[src/rtl/alu_exec_stage.sv]
// Two-stage valid/ready execute pipeline wrapped around an external combinational ALU.
// Stage 1 holds the operands that drive the ALU; stage 2 captures the result and tag.
module alu_exec_stage #(
  parameter int WIDTH = 32,
  parameter int TAG_W = 4,
  parameter int CNT_W = 16
) (
  input  logic             i_clk,
  input  logic             i_rst,
  input  logic             i_valid,
  output logic             o_ready,
  input  logic [WIDTH-1:0] i_a,
  input  logic [WIDTH-1:0] i_b,
  input  logic [3:0]       i_op,
  input  logic [TAG_W-1:0] i_tag,
  output logic [WIDTH-1:0] o_alu_a,
  output logic [WIDTH-1:0] o_alu_b,
  output logic [3:0]       o_alu_op,
  input  logic [WIDTH-1:0] i_alu_res,
  output logic             o_valid,
  input  logic             i_ready,
  output logic [WIDTH-1:0] o_res,
  output logic [TAG_W-1:0] o_tag,
  output logic             o_err,
  output logic [CNT_W-1:0] o_count
);

  localparam logic [3:0] OP_RESERVED = 4'b1111;

  logic [WIDTH-1:0] s1_a;
  logic [WIDTH-1:0] s1_b;
  logic [3:0]       s1_op;
  logic [TAG_W-1:0] s1_tag;
  logic             s1_valid;
  logic             s2_valid;
  logic             s2_load;
  logic             accept;
  logic             reserved;

  // Stage 2 drains into downstream and refills from stage 1 in the same edge,
  // which is what lets a full pipeline keep accepting one command per cycle.
  assign s2_load  = s1_valid & (~s2_valid | i_ready);
  assign o_ready  = ~s1_valid | s2_load;
  assign accept   = i_valid & o_ready;
  assign reserved = (s1_op == OP_RESERVED);

  assign o_alu_a  = s1_a;
  assign o_alu_b  = s1_b;
  assign o_alu_op = s1_op;
  assign o_valid  = s2_valid;

  always_ff @(posedge i_clk) begin
    if (i_rst) begin
      s1_a     <= '0;
      s1_b     <= '0;
      s1_op    <= '0;
      s1_tag   <= '0;
      s1_valid <= 1'b0;
      s2_valid <= 1'b0;
      o_res    <= '0;
      o_tag    <= '0;
      o_err    <= 1'b0;
      o_count  <= '0;
    end else begin
      if (accept) begin
        s1_a     <= i_a;
        s1_b     <= i_b;
        s1_op    <= i_op;
        s1_tag   <= i_tag;
        s1_valid <= 1'b1;
      end else if (s2_load) begin
        s1_valid <= 1'b0;
      end

      // Reserved opcodes never expose whatever the ALU happens to produce.
      if (s2_load) begin
        o_res    <= reserved ? '0 : i_alu_res;
        o_tag    <= s1_tag;
        o_err    <= reserved;
        s2_valid <= 1'b1;
      end else if (i_ready) begin
        s2_valid <= 1'b0;
      end

      if (s2_valid && i_ready) begin
        o_count <= o_count + CNT_W'(1);
      end
    end
  end

endmodule

[config.mk]
export PLATFORM = sky130hd
export DESIGN_NAME = alu_exec_stage
export DESIGN_NICKNAME = d
export VERILOG_FILES = /design/src/rtl/alu_exec_stage.sv
export SDC_FILE = /design/constraint.sdc
export NUM_CORES = 1
export LEC_CHECK = 0
export CAP_MARGIN = 20
export CORE_ASPECT_RATIO = 2
export CORE_UTILIZATION = 40
export DETAILED_ROUTE_END_ITERATION = 6
export PLACE_DENSITY = 0.79
export SLEW_MARGIN = 20
export SYNTH_ARGS = -nofsm -noshare
export SYNTH_HDL_FRONTEND = slang
export SYNTH_SLANG_ARGS = --single-unit
[constraint.sdc]
create_clock -name i_clk -period 4.95 [get_ports i_clk]
set_clock_uncertainty 0.15 [all_clocks]
set_input_delay 0.495 -clock i_clk [delete_from_list [all_inputs] [get_ports i_clk]]
set_output_delay 0.495 -clock i_clk [all_outputs]
set_load 0.005 [all_outputs]
==> out/metrics.csv <==
metric,value,unit
min_path_type,reg2reg,
wire_per_inst,14.91,um
dieArea,11730,um2
path_class,in2reg,
status,"finished, final reports clean",
power_density,368.7,nW/um2
start_util,0.4121,
dpl.hpwl,9296,um
synth.area.top_cells,"dfxtp_1 (56%), nand2_1 (13%), a21oi_1 (8.4%)",
route.antenna.remaining_nets,0,
rsz0062_at_grt,no,
placed_area,6880,um2
portBuffers,230,
p_leak,2.846,nW
grt_pass1_wl,21530,um
drive_gt1_frac,0.06160,
synth_top_area_frac,0.5637,
synth.net_count,640,
drc,0,
hold_viol,0,
h-tree-depth,4,
mostFrequentLayoutCells,"clkdlybuf4s50_1 (229), nand2_1 (150), dfxtp_1 (127)",
start_kind,input pin,
async_reset_ff_frac,0,
worst_pin_slew,0.9265,ns
cts.clk_slew.worst_paths,0.06,ns
antenna_found_initial,0,
netlist_instances,531,
crit_arrival,2.75,ns
fillerInstances,888,
syn_area,4511,um2
maxSlewViolCount,0,
cts_root_buffer,clkbuf_16,
seq_area_frac_synth,0.5637,
synth_edf_count,0,
r2r_end,o_alu_b[18],
vdd_drop_max,286.7,uV
antenna_cells,0,
synth_area_leader_cell,dfxtp_1,
grt-ovfl-total,0,
max_cap_violations,0,
syn_avg_cell_area,8.494,um2
tritoncts,built,
critPathCaptureType,register,
rows,54,
grt_max_degree,82,
relSlewSlack,0.3809,
cts_max_path_buffers,2,
yosys_most_used_dff,dfxtp_1,
reg2reg_from,o_valid,
total_power,0.002781,W
max_freq,387.1,MHz
coreArea,10950,um2
cts_sinks,127,
ys_ff_latch,127,
worst_hold_slack,0.3016,ns
finalInstanceArea,7542,um2
yosysWarnings,0,
period_needed,2.584,ns
final_cells,903,
period_share,0.5219,
reg2reg_depth,5,
viasPerCell,4.987,
ios,231,
vias,4503,
cts_resized,0,
r2r_slack,2.62,ns
yosysUniqueCellTypes,34,
wirelength,13460,um
grt_pass1_vias,4557,
crit_end,o_alu_b[18],
setup_viol,0,
layout.nets,859,
die_y,152.2,um
fin_tns_setup,0,ns
postCtsSetupBuffers,0,
track_usage,0.2332,
clock_latency,0.41,ns
startpoint,i_ready,
drt_iter0_drc,195,
ctsHoldBuffers,0,
required,5.12,ns
area_growth,67.21,%
final_common_cell,clkdlybuf4s50_1,
dieWidth,77.09,um
gp_congestion,0.7613,
placed_cells,871,
cp_max_fo,37,
firstDrtPassIters,6,
cts_made_buffers,17,
-- registers in the layout, indices dropped and copies added, names as in the netlist --
| signal | count |
|---|---|
| o_err | 1 |
| o_tag | 4 |
| o_res | 32 |
| s1_tag | 4 |
| o_valid | 1 |
| o_count | 16 |
| o_alu_a | 32 |
| o_alu_op | 4 |
| o_alu_b | 32 |
| s1_valid | 1 |
-- final cells by class --
type | instances | area (um2) | area share
well taps | 140 | 175.2 | 0.02322
clock inverters | 12 | 205.2 | 0.02721
repair buffers | 235 | 2337 | 0.3099
multi-input cells | 365 | 1810 | 0.2400
inverters | 4 | 15.01 | 0.001991
flip-flops and latches | 127 | 2542 | 0.3371
clock buffers | 20 | 456.7 | 0.06055
-- per-layer routing --
metal,track usage,part of all wire,routed length (um),vias to the layer above
li1,-,-,-,2196
met1,0.2283,0.36,4855,2082
met2,0.4294,0.54,7272,193
met3,0.07545,0.067,903,32
met4,0.1150,0.032,428,0
met5,0,0,0,-
-- metrics by stage --
step | utilization | worst slack (ns)
floorplan | - | 3.319
global placement | 0.6286 | 2.024
detailed placement | 0.6286 | 1.938
CTS | 0.6891 | 2.347
global route | 0.6891 | 2.159
finish | 0.6891 | 2.366
-- kinds of logic (layout without fill, tap and decap cells) --
kind of cell | Yosys count | count (layout) | share of synthesized area
AND/OR/NAND/NOR | 235 | 235 | 0.2147
flip-flops | 127 | 127 | 0.5637
AO/OA/AOI/OAI | 111 | 111 | 0.1426
buffers and inverters | 39 | 271 | 0.03828
XOR/XNOR | 10 | 10 | 0.01942
multiplexers | 8 | 8 | 0.01859
adder cells (fa/ha/maj) | 1 | 1 | 0.002773
-- critical path, stage by stage --
cell and delay (ns):
clkdlybuf4s50_1 0.63, nor2b_2 0.13, a21oi_4 0.75, buf_4 0.48, nand2_1 0.10, a21oi_1 0.15
-- cells in the mapped netlist (all sizes together) (4+ instances only) --
cell type / count
dfxtp: 127
inv: 4
nor3: 4
nor2b: 5
a21oi: 77
a22oi: 32
clkbuf: 16
buf: 19
mux2i: 5
nand2: 151
nor2: 54
xnor2: 8
nor4: 4
nand3: 7
-- worst min-delay path by stage --
stage | start | end | slack (ns) | depth (start not counted)
after floorplan | s1_tag[0] | s1_tag[0] | 0.29 | 2
after global placement | o_alu_b[2] | o_alu_b[2] | 0.29 | 2
after detailed placement | o_alu_a[14] | o_alu_a[14] | 0.30 | 2
after CTS | o_alu_a[14] | o_alu_a[14] | 0.30 | 2
after global routing | s1_tag[3] | s1_tag[3] | 0.32 | 2
final | o_alu_b[11] | o_alu_b[11] | 0.30 | 2
-- power by group --
part	internal, W	switching, W	leakage (nW)
logic	0.000181	0.000117	1.49
clock network	0.000925	0.000461	0.317
registers	0.00107	0.0000265	1.04
total	0.00218	0.000604	2.85
Power figures use the tool's default switching activity.
